<file path="src/rtl/writeback_queue.sv">
// ============================================================================
// Module  : writeback_queue
// Purpose : Register-file writeback FIFO with trap hold, flush and optional
//           youngest-match forwarding (enable with COTM32_WBQ_FWD_EN).
// Rev     : 1.0  initial release
// ============================================================================
`default_nettype none

package writeback_queue_pkg;
    localparam int NUM_REGS = 32;
    localparam int XLEN     = 32;
endpackage

module writeback_queue
    import writeback_queue_pkg::*;
#(
    parameter int DEPTH  = 4,
    parameter int N_REGS = NUM_REGS
) (
    input  logic                         i_clk,
    input  logic                         i_rst,
    input  logic                         i_valid,
    output logic                         o_ready,
    input  logic [$clog2(N_REGS)-1:0]    i_rd,
    input  logic [XLEN-1:0]              i_data,
    input  logic                         i_trap_req,
    input  logic                         i_flush,
    output logic                         o_we,
    output logic [$clog2(N_REGS)-1:0]    o_waddr,
    output logic [XLEN-1:0]              o_wdata,
    output logic [$clog2(DEPTH):0]       o_count,
    input  logic [$clog2(N_REGS)-1:0]    i_fwd_addr,
    output logic                         o_fwd_hit,
    output logic [XLEN-1:0]              o_fwd_data
);

    localparam int AW = $clog2(N_REGS);
    localparam int PW = $clog2(DEPTH);
    localparam int CW = PW + 1;

    logic [AW-1:0]   r_rd_mem   [DEPTH];
    logic [XLEN-1:0] r_data_mem [DEPTH];
    logic [PW-1:0]   r_wr_ptr;
    logic [PW-1:0]   r_rd_ptr;
    logic [CW-1:0]   r_count;

    logic w_not_empty;
    logic w_push;
    logic w_pop;

    assign w_not_empty = (r_count != '0);
    assign o_ready     = (r_count < CW'(DEPTH));
    assign o_we        = w_not_empty & ~i_trap_req & ~i_flush;
    assign w_pop       = o_we;
    // rd == 0 offers complete the handshake but are dropped here
    assign w_push      = i_valid & o_ready & ~i_flush & (i_rd != '0);
    assign o_count     = r_count;
    assign o_waddr     = w_not_empty ? r_rd_mem[r_rd_ptr]   : '0;
    assign o_wdata     = w_not_empty ? r_data_mem[r_rd_ptr] : '0;

    always_ff @(posedge i_clk) begin
        if (w_push) begin
            r_rd_mem[r_wr_ptr]   <= i_rd;
            r_data_mem[r_wr_ptr] <= i_data;
        end
    end

    always_ff @(posedge i_clk or negedge i_rst) begin
        if (!i_rst) begin
            r_wr_ptr <= '0;
            r_rd_ptr <= '0;
            r_count  <= '0;
        end else if (i_flush) begin
            r_wr_ptr <= '0;
            r_rd_ptr <= '0;
            r_count  <= '0;
        end else begin
            if (w_push) r_wr_ptr <= r_wr_ptr + 1'b1;
            if (w_pop)  r_rd_ptr <= r_rd_ptr + 1'b1;
            case ({w_push, w_pop})
                2'b10:   r_count <= r_count + 1'b1;
                2'b01:   r_count <= r_count - 1'b1;
                default: r_count <= r_count;
            endcase
        end
    end

`ifdef COTM32_WBQ_FWD_EN
    logic            w_fwd_hit;
    logic [XLEN-1:0] w_fwd_data;

    // Scan oldest to youngest so the youngest match wins
    always_comb begin
        logic [PW-1:0] idx;
        w_fwd_hit  = 1'b0;
        w_fwd_data = '0;
        idx        = '0;
        for (int k = 0; k < DEPTH; k++) begin
            idx = r_rd_ptr + PW'(k);
            if ((CW'(k) < r_count) && (i_fwd_addr != '0) &&
                (r_rd_mem[idx] == i_fwd_addr)) begin
                w_fwd_hit  = 1'b1;
                w_fwd_data = r_data_mem[idx];
            end
        end
    end

    assign o_fwd_hit  = w_fwd_hit;
    assign o_fwd_data = w_fwd_data;
`else
    logic w_fwd_unused;
    assign w_fwd_unused = ^i_fwd_addr;
    assign o_fwd_hit    = 1'b0;
    assign o_fwd_data   = '0;
`endif

endmodule

`default_nettype wire

</file>
<file path="config.mk">
export PLATFORM = sky130hd
export DESIGN_NAME = writeback_queue
export DESIGN_NICKNAME = d
export VERILOG_FILES = /design/src/rtl/writeback_queue.sv
export SDC_FILE = /design/constraint.sdc
export NUM_CORES = 1
export LEC_CHECK = 0
export CAP_MARGIN = 5
export CORE_UTILIZATION = 47
export DETAILED_ROUTE_END_ITERATION = 6
export PLACE_DENSITY = 0.74
export SYNTH_ARGS = -nofsm -noshare
export SYNTH_HDL_FRONTEND = slang
export SYNTH_SLANG_ARGS = --single-unit
</file>
<file path="constraint.sdc">
create_clock -name i_clk -period 5.35 [get_ports i_clk]
set_input_delay 1.605 -clock i_clk [delete_from_list [all_inputs] [get_ports i_clk]]
set_output_delay 1.605 -clock i_clk [all_outputs]
set_load 0.03 [all_outputs]
</file>
==> results.cfg <==
[global_route]
grt_pass1_vias = 3206
antenna_found_initial = 0
grt_use_total_pct = 16.71
grt_pass1_wl_um = 17100
grt_max_degree = 41
grt.overflow.total = 0

[clock_network]
h-tree-depth = 4
hold_buffers = 0
cts_root_buf = clkbuf_16
cts_tree = yes
post-cts-setup-buffers = 0
clk_path_buf_depth = 2
clock_sinks = 155
ctsResizeCount = 0
clock_latency_ps = 410
cts_buffers = 17
clk_pin_slew_ps = 60

[routing]
drc = 0
final_antenna_net_count = 0
routed_wl_um = 10750
dr.pass1.iters = 4
vias_per_cell = 5.068
wl_per_cell_um = 17.77
vias = 3066
drtIter0Drc = 255

[power_and_ir_drop]
power_density_nw_per_um2 = 505.9
power_leakage_nw = 2.590
ir_worst_vdd_uv = 307.4

[floorplan]
die_area_um2 = 14000
die_y_um = 118.3
num_rows = 42
pin_count = 122
core_um2 = 13240
die_x_um = 118.3
initial_utilization_pct = 48.03

[sta]
max_clock_freq_mhz = 213.0
finalCriticalPeriod_ps = 4694
slew-limit-headroom_pct = 34.48
slew_viol_final = 0
rsz0062_at_grt = no
skew_ps = 7.402
setup-violations-final = 0
tightest_slew_ps = 982.9
period_share_pct = 87.73
tns_ps = 0
hold_viol_final = 0
fin_ws_ps = 656.2

[setup_path]
crit_arrival_ps = 3090
start_kind = input pin
cp.required_ps = 3740
end_kind = output pin
crit_type = input pin to output pin
crit_fanout = 7

[place]
dpl.hpwl_um = 6393
place_area_um2 = 7331
place_ws_ps = 673.9
io_buffers = 83
gp_congestion = 0.7309
place_inst = 573

[synthesis]
syn_area_um2 = 6360
netlist_instances = 318
yosys_warnings = 0
syn_area_per_cell_um2 = 20.00
seq_area_frac_synth_pct = 72.63
synth.distinct_cells = 33
ys_ff_latch = 155

[job]
cap_violations = 0

[cells_and_area]
fin_nets = 468
antennaDiodeCount = 0
stdcell_area_um2 = 7929
layout-drive-gt1-share_pct = 20.75
multi_input_area_um2 = 1551
fillers = 980
final_cells = 605
area_growth_pct = 24.67
regArea_um2 = 4622

[outcome]
status = finished clean

[worst_hold_path]
hp-class = flip-flop to flip-flop
==> placed cells by master (no fill, tap or decap), drive strengths merged, types with 2 or more instances in the layout <==
master / count
buf: 11
bufinv: 3
clkbuf: 18
clkdlybuf4s50: 83
clkinv: 5
clkinvlp: 2
conb: 33
dfrtp: 7
edfxtp: 148
ha: 4
inv: 7
mux4: 37
nor2: 7
nor2b: 37
nor3: 3
nor4b: 4
o21ai: 3
xnor2: 3
==> flip-flops by register name, indices dropped and copies added, names as in the netlist <==
signal	cells
r_data_mem	128
r_rd_mem	20
o_count	3
r_rd_ptr	2
r_wr_ptr	2
==> Yosys cell counts, drive strengths merged <==
library cell | count | area [µm²]
o21ai | 3 | 18.77
fa | 1 | 20.02
xnor2 | 3 | 26.28
inv | 3 | 11.26
nor2b | 37 | 231.5
mux2i | 1 | 10.01
nand3 | 1 | 5.000
nor2 | 7 | 26.28
and3b | 1 | 8.760
and2 | 1 | 7.510
or4b | 1 | 10.01
buf | 42 | 304.0
a31oi | 1 | 6.260
o211ai | 1 | 21.27
or3b | 1 | 8.760
clkbuf | 5 | 18.77
xor3 | 1 | 23.77
nor4b | 4 | 35.03
nor3 | 3 | 26.28
o311ai | 1 | 8.760
nor3b | 1 | 7.510
edfxtp | 148 | 4444
or4 | 1 | 11.26
dfrtp | 7 | 175.2
ha | 4 | 50.05
conb | 1 | 3.750
mux4 | 37 | 833.3
nand2b | 1 | 6.260
==> cell type report <==
type / instances / area share (%)
well taps: 176 / 2.777
repair buffers: 94 / 11.68
inverters: 3 / 0.1420
multi-input cells: 145 / 19.57
clock inverters: 14 / 2.130
flip-flops and latches: 155 / 58.29
clock buffers: 18 / 5.413
==> path summary, 6_finish.rpt <==
| kind | end | cells after the start | slack, ps | start |
|---|---|---|---|---|
| worst max-delay path | o_we | 3 | 660 | i_trap_req |
| worst min-delay path | r_wr_ptr[1] | 2 | 590 | r_wr_ptr[1] |
| worst max register to register | o_count[2] | 5 | 3230 | o_count[2] |
| worst min register to register | r_wr_ptr[1] | 2 | 590 | r_wr_ptr[1] |
| max in group asynchronous | r_rd_ptr[1] | 1 | 3610 | i_rst |
| min in group asynchronous | o_count[1] | 1 | 1460 | i_rst |
==> per-stage QoR <==
step / total power, W / hold slack, ps / utilization, %
2_1_floorplan: 0.002386 / 542.0 / -
6_report: 0.004012 / 591.8 / 59.87
3_5_place_dp: 0.002863 / 587.4 / 55.36
3_3_place_gp: 0.002855 / 563.2 / 55.36
4_1_cts: 0.004054 / 601.5 / 59.87
5_1_grt: 0.004169 / 660.3 / 59.87
==> cells by family after synthesis <==
logic type / Yosys count / synth area share, %
fa+ha+maj: 5 / 1.102
mux: 38 / 13.26
other cells: 1 / 0.05896
compound gates: 6 / 0.8657
xor+xnor: 4 / 0.7870
flops: 155 / 72.63
buf+inv: 50 / 5.253
simple gates: 59 / 6.040
==> worst max-delay path, stage by stage <==
cell,delay [ps]
clkdlybuf4s50_1,520
nor3_1,260
clkdlybuf4s50_1,710
==> report_power, final <==
part           switching (W)  internal [W]  total [W]
Combinational       0.000727      0.000608    0.00134
Clock               0.000456      0.000736    0.00119
Sequential         0.0000799       0.00140    0.00148
Total                0.00126       0.00275    0.00401
==> layer usage <==
layer / routed length (µm) / share of wire, % / GRT usage [%]
met3: 530 / 4.9 / 4.681
met1: 4786 / 45 / 21.51
met4: 141 / 1.3 / 6.490
met5: 0 / 0 / 0
met2: 5290 / 49 / 27.02
No activity file was read; power rests on OpenSTA's default activity.
